File: src/rtl/keypad_scanner_if.sv
// keypad_scanner_if
//   Bundles the keypad pins and the decoded-key outputs of keypad_scanner.
//   master: the scanner side (drives columns and key outputs, senses rows).
//   slave : the board/system side (drives rows, observes everything else).
// Signals:
//   col_n     [3:0] column drive, active-low, one-hot-low
//   row_n     [3:0] row sense, active-low, asynchronous to clk
//   key_code  [3:0] code of the last accepted key
//   key_valid       one-cycle strobe per accepted key
//   key_held        high while the accepted key stays pressed
interface keypad_scanner_if;
  logic [3:0] col_n;
  logic [3:0] row_n;
  logic [3:0] key_code;
  logic       key_valid;
  logic       key_held;

  modport master (
    output col_n,
    input  row_n,
    output key_code,
    output key_valid,
    output key_held
  );

  modport slave (
    input  col_n,
    output row_n,
    input  key_code,
    input  key_valid,
    input  key_held
  );
endinterface

File: src/rtl/keypad_scanner.sv
// keypad_scanner
//   Scans a 4x4 hex keypad one column per slot, builds a 16-bit image of
//   pressed keys per full scan, debounces the per-scan classification
//   (none / single key / multiple keys) and reports accepted keys.
// Parameters:
//   SCAN_DIV       clock cycles per column slot (>= 4)
//   DEBOUNCE_SCANS identical consecutive scans needed to accept (>= 1)
// Ports:
//   clk  system clock
//   rst  synchronous, active-high reset
//   kp   keypad_scanner_if.master: col_n out, row_n in, key_code/
//        key_valid/key_held out
module keypad_scanner #(
  parameter int SCAN_DIV       = 25000,
  parameter int DEBOUNCE_SCANS = 8
) (
  input  logic             clk,
  input  logic             rst,
  keypad_scanner_if.master kp
);

  localparam int SLOT_W = $clog2(SCAN_DIV);
  localparam int DB_W   = $clog2(DEBOUNCE_SCANS + 1);
  localparam logic [SLOT_W-1:0] SLOT_LAST = SLOT_W'(SCAN_DIV - 1);
  localparam logic [DB_W-1:0]   DB_STABLE = DB_W'(DEBOUNCE_SCANS);

  // Key code for each image bit, indexed by col*4+row.
  localparam logic [3:0] KEY_MAP [16] = '{
    4'h1, 4'h4, 4'h7, 4'hE,   // column 0, rows 0..3
    4'h2, 4'h5, 4'h8, 4'h0,   // column 1
    4'h3, 4'h6, 4'h9, 4'hF,   // column 2
    4'hA, 4'hB, 4'hC, 4'hD    // column 3
  };

  typedef enum logic [1:0] {CLS_NONE, CLS_SINGLE, CLS_MULTI} cls_kind_e;

  // code is forced to 0 unless kind is CLS_SINGLE, so a plain struct
  // equality compares classifications correctly.
  typedef struct packed {
    cls_kind_e  kind;
    logic [3:0] code;
  } cls_t;

  typedef enum logic {IDLE, PRESSED} state_e;

  // ---------------------------------------------------------------------
  // Row synchronizer (resets to "released")
  // ---------------------------------------------------------------------
  logic [3:0] row_meta, row_sync;

  // NOTE: sequential state uses non-blocking assignments so every flop
  // samples pre-edge values regardless of statement order.
  always_ff @(posedge clk) begin
    if (rst) begin
      row_meta <= 4'hF;
      row_sync <= 4'hF;
    end else begin
      row_meta <= kp.row_n;
      row_sync <= row_meta;
    end
  end

  // ---------------------------------------------------------------------
  // Column scan
  // ---------------------------------------------------------------------
  logic [SLOT_W-1:0] slot_cnt;
  logic [1:0]        col_idx;
  logic              sample;
  logic              scan_end;

  // Rows are sampled on the last cycle of a slot so the column has settled
  // and the synchronizer has caught up.
  assign sample   = (slot_cnt == SLOT_LAST);
  assign scan_end = sample && (col_idx == 2'd3);

  always_ff @(posedge clk) begin
    if (rst) begin
      slot_cnt <= '0;
      col_idx  <= 2'd0;
    end else if (sample) begin
      slot_cnt <= '0;
      col_idx  <= col_idx + 2'd1;
    end else begin
      slot_cnt <= slot_cnt + SLOT_W'(1);
    end
  end

  assign kp.col_n = ~(4'b0001 << col_idx);

  // ---------------------------------------------------------------------
  // Scan image and classification
  // ---------------------------------------------------------------------
  logic [15:0] image_q, image_next;
  logic [4:0]  bits_set;
  logic [3:0]  last_idx;
  cls_t        cls_now;

  // NOTE: every combinational output gets a default first, so no path
  // leaves a signal unassigned and no latch is inferred.
  always_comb begin
    image_next = image_q;
    if (sample) begin
      image_next[{col_idx, 2'b00} +: 4] = ~row_sync;
    end
  end

  // Classification uses image_next so the column-3 sample taken this cycle
  // is already part of the image being judged.
  always_comb begin
    bits_set = '0;
    last_idx = '0;
    for (int i = 0; i < 16; i++) begin
      if (image_next[i]) begin
        bits_set = bits_set + 5'd1;
        last_idx = 4'(i);
      end
    end
    cls_now.kind = CLS_NONE;
    cls_now.code = 4'h0;
    if (bits_set == 5'd1) begin
      cls_now.kind = CLS_SINGLE;
      cls_now.code = KEY_MAP[last_idx];
    end else if (bits_set != 5'd0) begin
      cls_now.kind = CLS_MULTI;
    end
  end

  always_ff @(posedge clk) begin
    if (rst) begin
      image_q <= '0;
    end else begin
      image_q <= image_next;
    end
  end

  // ---------------------------------------------------------------------
  // Debounce
  // ---------------------------------------------------------------------
  cls_t            prev_cls;
  logic [DB_W-1:0] db_cnt, db_next;
  logic            stable;

  always_comb begin
    db_next = db_cnt;
    if (cls_now.kind == CLS_MULTI) begin
      db_next = '0;
    end else if (cls_now == prev_cls) begin
      db_next = (db_cnt == DB_STABLE) ? db_cnt : db_cnt + DB_W'(1);
    end else begin
      db_next = DB_W'(1);
    end
  end

  // A multi-key image can never be accepted.
  assign stable = scan_end && (cls_now.kind != CLS_MULTI) && (db_next == DB_STABLE);

  always_ff @(posedge clk) begin
    if (rst) begin
      db_cnt   <= '0;
      prev_cls <= '{kind: CLS_NONE, code: 4'h0};
    end else if (scan_end) begin
      db_cnt   <= db_next;
      prev_cls <= cls_now;
    end
  end

  // ---------------------------------------------------------------------
  // Press / release state machine
  // ---------------------------------------------------------------------
  state_e     state_q, state_next;
  logic [3:0] key_code_q, key_code_next;
  logic       key_valid_q, key_valid_next;

  always_ff @(posedge clk) begin
    if (rst) begin
      state_q     <= IDLE;
      key_code_q  <= 4'h0;
      key_valid_q <= 1'b0;
    end else begin
      state_q     <= state_next;
      key_code_q  <= key_code_next;
      key_valid_q <= key_valid_next;
    end
  end

  // stable stays true on every scan once the counter saturates; only a
  // change of key produces a new strobe, so holding a key never retriggers.
  always_comb begin
    state_next     = state_q;
    key_code_next  = key_code_q;
    key_valid_next = 1'b0;
    if (stable) begin
      unique case (state_q)
        IDLE: begin
          if (cls_now.kind == CLS_SINGLE) begin
            state_next     = PRESSED;
            key_code_next  = cls_now.code;
            key_valid_next = 1'b1;
          end
        end
        PRESSED: begin
          if (cls_now.kind == CLS_SINGLE && cls_now.code != key_code_q) begin
            key_code_next  = cls_now.code;
            key_valid_next = 1'b1;
          end else if (cls_now.kind == CLS_NONE) begin
            state_next = IDLE;
          end
        end
      endcase
    end
  end

  assign kp.key_code  = key_code_q;
  assign kp.key_valid = key_valid_q;
  assign kp.key_held  = (state_q == PRESSED);

endmodule

File: src/flat_wrapper.sv
// flat-port wrapper written by rule: the top's interface ports become plain ports
module keypad_scanner_flat 
#(
  parameter int SCAN_DIV       = 25000,
  parameter int DEBOUNCE_SCANS = 8
)
  (clk, rst, kp_col_n, kp_row_n, kp_key_code, kp_key_valid, kp_key_held);
  keypad_scanner_if kp_i ();
  input  logic clk;
  input  logic rst;
  output wire logic [$bits(kp_i.col_n)-1:0] kp_col_n;
  input wire logic [$bits(kp_i.row_n)-1:0] kp_row_n;
  output wire logic [$bits(kp_i.key_code)-1:0] kp_key_code;
  output wire logic [$bits(kp_i.key_valid)-1:0] kp_key_valid;
  output wire logic [$bits(kp_i.key_held)-1:0] kp_key_held;
  assign kp_col_n = kp_i.col_n;
  assign kp_i.row_n = kp_row_n;
  assign kp_key_code = kp_i.key_code;
  assign kp_key_valid = kp_i.key_valid;
  assign kp_key_held = kp_i.key_held;
  keypad_scanner #(.SCAN_DIV(SCAN_DIV), .DEBOUNCE_SCANS(DEBOUNCE_SCANS)) u_core (.clk(clk), .rst(rst), .kp(kp_i));
endmodule
File: config.mk
export PLATFORM = sky130hd
export DESIGN_NAME = keypad_scanner_flat
export DESIGN_NICKNAME = d
export VERILOG_FILES = /design/src/rtl/keypad_scanner_if.sv /design/src/rtl/keypad_scanner.sv /design/src/flat_wrapper.sv
export SDC_FILE = /design/constraint.sdc
export NUM_CORES = 1
export LEC_CHECK = 0
export BUFFER_PORTS_ARGS = -buffer_cell sky130_fd_sc_hd__buf_2
export CAP_MARGIN = 10
export CORE_MARGIN = 5
export CORE_UTILIZATION = 45
export CTS_CLUSTER_SIZE = 40
export DETAILED_ROUTE_END_ITERATION = 10
export SLEW_MARGIN = 20
export SYNTH_ARGS = -nofsm -noshare
export SYNTH_HDL_FRONTEND = slang
export SYNTH_SLANG_ARGS = --single-unit
File: constraint.sdc
create_clock -name clk -period 14.7 [get_ports clk]
set_clock_uncertainty 0.15 [all_clocks]
set_input_delay 0.735 -clock clk [delete_from_list [all_inputs] [get_ports clk]]
set_output_delay 0.735 -clock clk [all_outputs]
set_load 0.005 [all_outputs]
Word level (Yosys, flattened, before mapping)
Memories as Yosys holds them, arrays and structs flattened.
Cells that the tools add are included.

storage, ports and cells
  bits in writable memories = 0
  bits in latches = 0
  logic and storage cells = 111
  output and inout bits = 10
  flip-flop bits (word level) = 57
  memories kept = 1
  bits in read-only memories = 64
  input port bits = 6

operators by class
  magnitude comparators = 1
  bitwise gates (word level) = 5
  shifts and indexed selects = 3
  multiplexer cells = 50
  multiply operators = 0
  div/mod/pow operators = 0
  equality and inequality tests = 12
  reductions and logical operators = 9
  add/sub/neg operators = 19

memories
  name              depth  width  rd ports  clocked after Yosys merged registers in  write ports  line                   RTL
  (name not given)  16     4      1         0                                        0            keypad_scanner.sv:122  cls_now.code = KEY_MAP[last_idx];

operator list
  kind                      number
  $mux W5                   15
  $add A5 B1 Y5 const B     14
  $mux W4                   16
  $bwmux W16                1
  $mux W16                  1
  $shift A4 B6 Y16 const A  1
  $shiftx A4 B6 Y16         1
  $add A15 B1 Y15 const B   1
  $eq A15 B15 Y1 const B    1
  $mux W3                   4
  $eq A4 B4 Y1 const B      2
  $mux W2                   4
  $not A4 Y4                2
  $pmux W4 S2               1
  $eq A6 B6 Y1              1
  $mux W1                   6
  $neg A4 Y6                1
  $eq A5 B1 Y1 const B      1
  $ge A5 B5 Y1 const B      1
  $not A4 Y5                1
  $reduce_bool A5 Y1        1
  $add A4 B1 Y4 const B     1
  $eq A2 B2 Y1 const B      2
  $logic_and A1 B1 Y1       4
  other kinds (12)          16

Logic depth before layout (Yosys ltp)
  depth in word-level cells = 45
  gate-level depth with buffers = 59
  depth with buffers taken out = 59

Worst setup path before layout
OpenSTA, ideal clock, no wires.

  path kind = register to register
  start = register u_core.slot_cnt[4]
  end = register u_core.key_code_q[3] (netlist: u_core.kp.key_code[3])
  cell stages (with the launch flop) = 60
  buffers on the path = 2
  arrival = 11.344 ns
  clock period less this slack = 11.615 ns
  setup time = 0.121 ns
  required time = 14.429 ns
  path slack = 3.085 ns
  cell sequence = dfxtp_1 -> or4_1 -> buf_2 -> nor4_2 -> nand2_1 -> nor4_1 -> a21oi_1 -> ha_1 -> buf_6 -> xnor2_1 -> ha_1 -> o211ai_1 -> inv_1 -> ha_1 -> inv_1 -> or4_1 -> o21ai_0 -> mux2i_1 -> (+24 left out) -> nand2_1 -> ha_1 -> nor2b_1 -> a31o_2 -> a21oi_1 -> inv_1 -> ha_1 -> nand2_1 -> o21ai_0 -> ha_1 -> nand2_1 -> or3b_1 -> mux2i_1 -> o21ai_2 -> mux2i_1 -> or4_4 -> nand4b_4 -> mux2_4

between the ends
  word-level cells in the longest chain between the ends = 42
  elaborated cells between the ends (all ways) = 75
  classes of those cells = 15 x add/sub; 10 x eq/ne; 42 x mux; 1 x bitwise; 6 x reduce/logical; 1 x memory

ends and longest elaborated chain
  what                                line                   RTL
  start, declared                     keypad_scanner.sv:66   logic [SLOT_W-1:0] slot_cnt;
  start signal, assigned              keypad_scanner.sv:84   slot_cnt <= slot_cnt + SLOT_W'(1);
  $eq A15 B15 Y1 *                    keypad_scanner.sv:73   assign sample = (slot_cnt == SLOT_LAST);
  $mux W16                            keypad_scanner.sv:102  if (sample) begin
  $mux W1                             keypad_scanner.sv:113  if (image_next[i]) begin
  $add A1 B1 Y2                       keypad_scanner.sv:114  bits_set = bits_set + 5'd1;
  $mux W5                             keypad_scanner.sv:113
  $add A5 B1 Y5                       keypad_scanner.sv:114
  $mux W5                             keypad_scanner.sv:113
  $add A5 B1 Y5                       keypad_scanner.sv:114
  (+26 left out)                      --
  $mux W2                             keypad_scanner.sv:123  end else if (bits_set != 5'd0) begin
  $mux W2                             keypad_scanner.sv:120  if (bits_set == 5'd1) begin
  $eq A6 B6 Y1                        keypad_scanner.sv:147  end else if (cls_now == prev_cls) begin
  $mux W4                             keypad_scanner.sv:147
  $mux W4                             keypad_scanner.sv:145  if (cls_now.kind == CLS_MULTI) begin
  $eq A4 B4 Y1                        keypad_scanner.sv:155  assign stable = scan_end && (cls_now.kind != CLS_MULTI) && (db_next == DB_STABLE);
  $logic_and A1 B1 Y1                 keypad_scanner.sv:155
  $reduce_and A3 Y1 (no source line)  --
  end signal, assigned                keypad_scanner.sv:181  key_code_q <= key_code_next;
  end, declared                       keypad_scanner.sv:171  logic [3:0] key_code_q, key_code_next;

Mark *: on every way between the ends. The rest lies on a longest branch, timed or not. The select of a mux whose other input is x is not followed.
A chain may end at the register's enable or synchronous reset.

Worst setup path in the final report
  start = register u_core.slot_cnt[0]
  end = register u_core.key_code_q[1] (netlist: u_core.kp.key_code[1])

Same word-level chain as after synthesis.

==> results.md <==
- Outcome: finished, final reports clean
- Post-synthesis simple-gate area fraction: 27.83%
- Compound-Gate Fraction of Synth Area: 19.20%
- Syn Std Cell Area: 5260 sq um
- Top cell type's share of synthesized area: 21.69%
- Core ar.: 11420 sq um
- Area grow syn2layout: 9.253%
- Post-CTS setup buffers: 0
- Routability Congestion: 0.9406
- GR Util All Layers: 18.47%
- YS warnings: 0
- Final cell count without fillers: 804
- Die area: 13950 sq um
- Pwr/cell area: 71.15 nW/um^2
- Post-Synthesis Cells: 660
- Post-CTS resize count: 0
- Clock buffer count from CTS: 9
- Post-synthesis xor/xnor area fraction: 13.46%
- Post-route minimum period: 13.03 ns
- Net Sw Power: 0.00008022 W
- Post-synthesis adder-cell area fraction: 4.995%
- CTS tree: built
- Io pins: 16
- Fill cells: 1128
- Hold slack: 0.2588 ns
- # hold bufs at CTS: 0
- Met1 Use GR: 26.54%
- Routed via count: 4801
- Synth Register Bits: 57
- Number of flops mapped to enable cells by yosys: 0
- Req. time, crit path: 14.77 ns
- Max IR drop VDD: 73.99 uV
- Int Power: 0.0003287 W
- Clock power frac: 59.4%
- Synth top cells by count: 77 x nor2_1, 67 x nand2_1, 57 x dfxtp_1
- Clk root buf: clkbuf_16
- Htree depth: 3
- Max-cap violations: 0
- Antenna fix cells: 0
- Multi-input combinational cell area: 3890 sq um
- GR peak layer: met2
- Critical path class: reg -> reg
- Initial antenna violation count: 0
- Cell row count: 39
- Met3 Resource Use GR: 2.162%
- Seq pwr share: 38.9%
- Drt initial violations: 353
- Hold crit path type: reg -> reg
- Delay-heaviest family, CP: adder cells
- Final wirelength: 12.88 mm
- Cell taking the most area after synthesis: dfxtp_1
- Worst Tran Pin Value: 0.9640 ns
- Most common flop cell mapped by yosys: dfxtp_1
- Die height: 118.1 microns
- Total gr overflow: 0
- Layout cells sized above 1: 12.86%
- Drt drc: 0
- Sw Ratio: 19.62%
- Pin count of the biggest net entering global routing: 49
- Initial core utilization: 46.07%
- DRT antenna net count: 0
- Met2 usage in global routing: 28.69%
- CP Buf/Inv Count: 5
- Worst endpoint data arrival time: 13.10 ns
- Asr flop ratio synth: 0%
- Drt pass-1 iters: 5
- Leak Pwr: 2.271 nW
- Crit path top cell by count: ha_1
- Crit start category: register
- Clk sinks: 57
- CP endpoint kind: register
- Placed cells: 788
- Combinational group share of total power: 1.7%
- Most frequent cell after synthesis: nor2_1
- Syn Nets: 687
- IO buf count: 15
- Register Area: 1141 sq um
- Mux share of post-synthesis cell area: 8.349%
- First-pass GRT wire length: 22.04 mm
- TNS Setup: 0 ns
- Max-slew violations: 0
- Vias per cell: 5.971
- Dpl hpwl: 9.625 mm
- Top cells by area, synth: dfxtp_1 22%, nor2_1 5.5%, ha_1 5.0%
- Worst path max stage delay: 0.94 ns
- Fraction of the cycle the final worst path needs: 88.65%
- Critical-path top delay cell: or4_1
- Syn_area_per_cell: 7.970 sq um
- Vias in the first global route: 4485
- Fin nets: 683
- Max FO, Critical Path: 14
- Synth unique cells: 83
- Reg clk slew, reported paths: 0.05 ns
- Worst-Skew Late Latency: 0.33 ns
- Post-synthesis sequential area ratio: 21.69%
- Main combinational cell family by area after synthesis: simple AND/OR/NAND/NOR gates
- RSZ-0062 raised after global routing: no
- CTS max path bufs: 2
- Relative slew slack: 35.19%
- Endpoints failing setup: 0
- Wire per inst: 16.02 microns
- Die W: 118.1 microns
- Fin. Hold Viols: 0
- FMAX: 76.73 MHz
[routing by layer]
layer	wire, microns	up-vias
met5	0	-
li1	-	2388
met1	6326	2271
met4	213	0
met3	573	21
met2	5768	121
[placed cells by master (no fill, tap or decap), drive strengths merged, types with 8 or more instances in the layout]
cell and n:
dfxtp 57, a21oi 26, nor3 11, nor4 15
o41ai 8, nor2 77, o21ai 36, nor2b 10
and2 13, ha 21, or2 12, mux2 14
nand3 13, xnor2 32, or4 8, mux2i 25
nand4 9, o31ai 10, nand2 67, clkbuf 11
inv 25, or3 8, buf 18, xor2 24
[state kept, by name, summed over array words and instances, names as in the netlist, named ones only]
signal,flops
u_core.row_sync,4
u_core.slot_cnt,15
u_core.prev_cls,6
u_core.kp.key_valid,1
u_core.db_cnt,4
u_core.row_meta,4
u_core.col_idx,2
u_core.image_q,16
u_core.kp.key_code,4
[power groups by stage]
stage / clock [W] / combinational, W / sequential [W]
floorplan: 0 / 0.00000666 / 0.000160
global placement: 0 / 0.00000695 / 0.000162
detailed placement: 0 / 0.00000724 / 0.000162
CTS: 0.000247 / 0.00000724 / 0.000159
global route: 0.000253 / 0.00000813 / 0.000159
finish: 0.000243 / 0.00000715 / 0.000159
[kinds of logic (layout without fill, tap and decap cells)]
family,count (synthesis),count (layout)
XOR/XNOR,63,63
flip-flops,57,57
multiplexers,39,39
AO/OA/AOI/OAI,142,142
buffers and inverters,58,59
adder cells (fa/ha/maj),21,21
AND/OR/NAND/NOR,280,280
[through the flow]
step                      setup slack (ns)  cell area, sq um  utilization (%)  power [W]
after floorplan                      3.085              5260                -  0.0001670
after global placement               2.242              5401            47.30  0.0001690
after detailed placement             1.772              5401            47.30  0.0001693
after CTS                            1.743              5747            50.33  0.0004131
after global routing                0.7437              5747            50.33  0.0004201
final                                1.668              5747            50.33  0.0004089
[path summary, 6_finish.rpt]
check	start	endpoint	slack, ns	depth (start not counted)
min	u_core.row_meta[2]$_SDFF_PP1_	u_core.row_sync[2]$_SDFF_PP1_	0.26	1
max reg2reg	u_core.slot_cnt[0]$_SDFF_PP0_	u_core.kp.key_code[1]$_SDFFE_PP0P_	1.67	56
max	u_core.slot_cnt[0]$_SDFF_PP0_	u_core.kp.key_code[1]$_SDFFE_PP0P_	1.67	56
min reg2reg	u_core.row_meta[2]$_SDFF_PP1_	u_core.row_sync[2]$_SDFF_PP1_	0.26	1
[layout make-up]
type | instances | share of cell area [%]
tap | 143 | 3.113
sequential | 57 | 19.86
clock buffer | 11 | 4.224
inverter | 25 | 1.633
timing repair buffer | 18 | 1.698
clock inverter | 5 | 1.785
multi-input combinational | 545 | 67.69
Note: power is estimated with default switching activity, not from simulation.
